File: src/rtl/stream_pkg.sv
// Shared types and helpers for the stream width converters.
package stream_pkg;

  localparam int MAX_LANES = 64;

  typedef enum logic {
    IDLE = 1'b0,
    SEND = 1'b1
  } state_e;

  function automatic int idx_width(input int ratio);
    return (ratio > 2) ? $clog2(ratio) : 1;
  endfunction

  // Returns 0 for an empty mask; callers qualify with their own valid state.
  function automatic int lowest_set_idx(input logic [MAX_LANES-1:0] mask);
    int idx;
    idx = 0;
    for (int i = MAX_LANES - 1; i >= 0; i--) begin
      if (mask[i]) idx = i;
    end
    return idx;
  endfunction

endpackage

File: src/rtl/stream_lane_pick.sv
// Priority encoder over a lane mask: lowest set lane, the mask without it,
// and whether that lane is the last one left.
module stream_lane_pick
  import stream_pkg::*;
#(
  parameter  int RATIO = 2,
  localparam int IDX_W = idx_width(RATIO)
) (
  input  logic [RATIO-1:0] mask_i,
  output logic [IDX_W-1:0] idx_o,
  output logic [RATIO-1:0] rest_o,
  output logic             final_o
);

  assign idx_o   = IDX_W'(lowest_set_idx(MAX_LANES'(mask_i)));
  assign rest_o  = mask_i & (mask_i - RATIO'(1));
  assign final_o = (rest_o == '0);

endmodule

File: src/rtl/stream_downsize.sv
// Wide-to-narrow stream converter: emits the kept lanes of each wide beat,
// lowest lane first, one narrow beat per cycle.
//
// state | meaning
// IDLE  | no lanes pending; ready for a wide beat
// SEND  | presenting lane data_q[idx]; rem_q holds lanes still to send
module stream_downsize
  import stream_pkg::*;
#(
  parameter int T_DATA_WIDTH = 1,
  parameter int T_DATA_RATIO = 2
) (
  input  logic                    clk,
  input  logic                    rst_n,
  input  logic [T_DATA_WIDTH-1:0] s_data_i [T_DATA_RATIO],
  input  logic [T_DATA_RATIO-1:0] s_keep_i,
  input  logic                    s_last_i,
  input  logic                    s_valid_i,
  output logic                    s_ready_o,
  output logic [T_DATA_WIDTH-1:0] m_data_o,
  output logic                    m_last_o,
  output logic                    m_valid_o,
  input  logic                    m_ready_i
);

  localparam int IDX_W = idx_width(T_DATA_RATIO);

  state_e                  state_q, state_d;
  logic [T_DATA_WIDTH-1:0] data_q [T_DATA_RATIO];
  logic [T_DATA_RATIO-1:0] rem_q;
  logic                    last_q;

  logic [IDX_W-1:0]        idx;
  logic [T_DATA_RATIO-1:0] rem_rest;
  logic                    is_final;
  logic                    load;
  logic                    m_hs;

  stream_lane_pick #(
    .RATIO (T_DATA_RATIO)
  ) u_lane_pick (
    .mask_i  (rem_q),
    .idx_o   (idx),
    .rest_o  (rem_rest),
    .final_o (is_final)
  );

  assign m_hs = (state_q == SEND) && m_ready_i;

  // s_ready_o follows m_ready_i combinationally so the final lane and the
  // next wide beat can hand over in the same cycle.
  always_comb begin
    state_d   = state_q;
    s_ready_o = 1'b0;
    m_valid_o = 1'b0;
    m_data_o  = '0;
    m_last_o  = 1'b0;
    load      = 1'b0;
    unique case (state_q)
      IDLE: begin
        s_ready_o = 1'b1;
        if (s_valid_i && (s_keep_i != '0)) begin
          load    = 1'b1;
          state_d = SEND;
        end
      end
      SEND: begin
        m_valid_o = 1'b1;
        m_data_o  = data_q[idx];
        m_last_o  = last_q && is_final;
        if (m_hs && is_final) begin
          s_ready_o = 1'b1;
          if (s_valid_i && (s_keep_i != '0)) begin
            load = 1'b1;
          end else begin
            state_d = IDLE;
          end
        end
      end
      default: state_d = IDLE;
    endcase
  end

  always_ff @(posedge clk) begin
    if (rst_n) begin
      state_q <= IDLE;
      rem_q   <= '0;
      last_q  <= 1'b0;
      for (int i = 0; i < T_DATA_RATIO; i++) begin
        data_q[i] <= '0;
      end
    end else begin
      state_q <= state_d;
      if (load) begin
        data_q <= s_data_i;
        rem_q  <= s_keep_i;
        last_q <= s_last_i;
      end else if (m_hs) begin
        rem_q <= rem_rest;
      end
    end
  end

endmodule

File: config.mk
export PLATFORM = sky130hd
export DESIGN_NAME = stream_downsize
export DESIGN_NICKNAME = d
export VERILOG_FILES = /design/src/rtl/stream_pkg.sv /design/src/rtl/stream_lane_pick.sv /design/src/rtl/stream_downsize.sv
export SDC_FILE = /design/constraint.sdc
export NUM_CORES = 1
export LEC_CHECK = 0
export ABC_AREA = 1
export BUFFER_PORTS_ARGS = -buffer_cell sky130_fd_sc_hd__buf_2
export CORE_AREA = 2 2 39 41
export CTS_CLUSTER_DIAMETER = 60
export CTS_CLUSTER_SIZE = 16
export DETAILED_ROUTE_END_ITERATION = 8
export DIE_AREA = 0 0 41 43
export SYNTH_ARGS = -nofsm -noshare
export SYNTH_HDL_FRONTEND = slang
export SYNTH_SLANG_ARGS = --single-unit
File: constraint.sdc
create_clock -name clk -period 1.4 [get_ports clk]
set_input_delay 0.14 -clock clk [delete_from_list [all_inputs] [get_ports clk]]
set_output_delay 0.14 -clock clk [all_outputs]
set_load 0.005 [all_outputs]
==> summary.md <==
| Metric | Value |
|---|---|
| Register-to-register path setup slack | 0.48 ns |
| Ys Warns | 0 |
| Final period util | 0.8534 |
| PnR worst setup slack | 0.2052 ns |
| Worst min path class | primary input to register |
| Post-synthesis cell count | 52 |
| Hold Path Depth | 2 |
| Mean post-synth cell area | 6.256 um^2 |
| Finished Layout Cells | 83 |
| Worst min-delay path endpoint | rem_q[1]$_SDFFE_PP0P_ |
| Layout area overhead | 31.54% |
| Register area share after synthesis | 0.3692 |
| Setup TNS | 0 ns |
| Final hold vios | 0 |
| Worst vdd ir | 0.0002702 V |
| Chip height | 43 um |
| Root Buffer | clkbuf_4 |
| Cell family with most CP delay | flip-flops |
| Global-route wire length before repair | 1.317 mm |
| CTS clock-pin slew for the worst setup and hold paths | 0.05 ns |
| Worst Min Path Start | rst_n |
| Nets | 78 |
| DRT iter0 DRCs | 9 |
| Cell Area, Placed | 405.4 um^2 |
| CTS HTree Levels | 1 |
| Slowest stage delay, CP | 0.41 ns |
| Top cell type's share of synthesized area | 0.3692 |
| Yosys top cell by area | dfxtp_1 |
| IO buf count | 12 |
| RSZ-0062 raised after global routing | no |
| Sink Count | 6 |
| Vias in the first global route | 355 |
| Crit-path cells | inv_1, nand2_1, nand2_1, a21oi_1, buf_2 |
| Reg2reg end | last_q$_SDFFE_PP0P_ |
| Seq cells post-synth | 6 |
| CP arrival | 1.05 ns |
| Post-DR wirelength/cell | 9.181 um |
| Status | completed |
| Antenna diodes | 0 |
| Reg2reg path depth | 6 |
| WS Path Type | register to primary output |
| Crit. End Element | primary output |
| Placer congestion estimate | 0.7673 |
| Slowest library cell on the worst path | dfxtp_1 |
| Post-route ant nets | 0 |
| CTS buffer count | 3 |
| Vias | 364 |
| # DRC | 0 |
| Cts hold-fix bufs | 0 |
| Starting Density | 0.2351 |
| Worst-Skew Late Latency | 0.24 ns |
| Max-Cap Viols | 0 |
| Row cnt | 14 |
| Post-CTS setup buffers | 0 |
| Rel. slew slack | 0.8307 |
| Clk buf depth | 2 |
| CP Data Required Time | 1.26 ns |
| Synth area leaders | dfxtp_1, nand2_1, nor2_1 |
| Dpl ws | 0.4620 ns |
| Overall routing resource usage | 0.1094 |
| Power Dens Cells | 996.4 mW/mm^2 |
| Library cells used by synthesis | 9 |
| Initial antenna violation count | 0 |
| Max Slew Vio Count | 0 |
| Final min period | 1.195 ns |
| Die area | 0.001763 mm^2 |
| Fmax achieved | 0.8369 GHz |
| Vias per inst | 4.386 |
| Cts repair resizes | 0 |
| Crit-path most repeated cell | nand2_1 |
| CTS tree | built |
| Worst-Margin Slew | 0.2530 ns |
| Leakage power | 0.2178 nW |
| # IOs | 13 |
| Design Area, Final | 427.9 um^2 |
| Startpoint Class | register |
| Placed cell count | 80 |
| CORE AREA | 0.001384 mm^2 |
| Reg-to-reg startpoint | rem_q[1]$_SDFFE_PP0P_ |
| Largest net degree at the start of global routing | 7 |
| Hpwl dp | 626.8 um |
| Die width | 41 um |
| Grt ovf | 0 |
| Fin Clk Skew | 0.002783 ns |
| Critical path peak fanout | 4 |
| Total Wirelength | 762 um |
| Share of layout cells above drive strength 1 | 0.2687 |
| Syn nets | 61 |
| Drt first pass iters | 4 |
| CP bufs+invs | 2 |
| Mapped cell area | 325.3 um^2 |
| Final setup viols | 0 |
cells in the final DEF (no fill, tap or decap), types with 3 or more instances in the layout:
cell type and instances:
nand3_1 6, inv_1 7, a21oi_1 4, nand3b_1 3, buf_2 12, nand2_1 12
nand2_2 3, nor2_1 10, clkbuf_4 3, dfxtp_1 6
through the flow:
stage	util	hold WS [ns]	power, W
after floorplan	-	0.2091	0.0002390
after global placement	0.2929	0.3600	0.0002681
after detailed placement	0.2929	0.3604	0.0002685
after CTS	0.3092	0.1058	0.0004313
after global routing	0.3092	0.1149	0.0004504
final	0.3092	0.1144	0.0004264
where the power goes:
group	leakage [nW]	switching, W	total, W	internal [W]
clock network	0.0138	0.0000647	0.000162	0.0000971
registers	0.0496	0.0000119	0.000196	0.000184
logic	0.154	0.0000374	0.0000685	0.0000311
total	0.218	0.000114	0.000426	0.000312
routing by layer:
metal  wire length (um)  GRT usage
met5                  0          0
met4                  0     0.1000
met3                 30    0.01047
met2                387     0.1625
met1                345     0.1286
worst max-delay path by stage:
stage                                     start                endpoint  slack [ns]  depth (start not counted)
after global routing      rem_q[0]$_SDFFE_PP0P_                m_data_o        0.10                          5
final                     rem_q[0]$_SDFFE_PP0P_                m_data_o        0.21                          5
after detailed placement  rem_q[0]$_SDFFE_PP0P_                m_data_o        0.46                          5
after global placement    rem_q[1]$_SDFFE_PP0P_  data_q[0]$_SDFFE_PP0P_        0.48                          6
after CTS                 rem_q[0]$_SDFFE_PP0P_                m_data_o        0.19                          5
after floorplan              state_q$_SDFF_PP0_  data_q[0]$_SDFFE_PP0P_        0.56                          5
synthesized netlist by cell type (all sizes together):
library cell and number:
a21oi 4, inv 7, o21ai 1, nand2 15, nand3b 3, nand3 6, dfxtp 6, nor2 10
logic make-up after synthesis:
logic type             synth area share
DFF                              0.3692
and+or+nand+nor                  0.4731
AOI/OAI and AO/OA               0.07691
buffers and inverters           0.08078
state kept, by name, indices dropped and copies added (netlist names):
name and count:
last_q 1, data_q 2, state_q 1, rem_q 2
final cells by class:
class                   instances  area, um^2
fillers                       162       955.9
inverters                       7       26.28
well taps                      16       20.02
repair buffers                 12       60.06
clock buffers                   3       22.52
multi-input cells              39       178.9
flip-flops and latches          6       120.1
(Power assumes the default switching activity.)
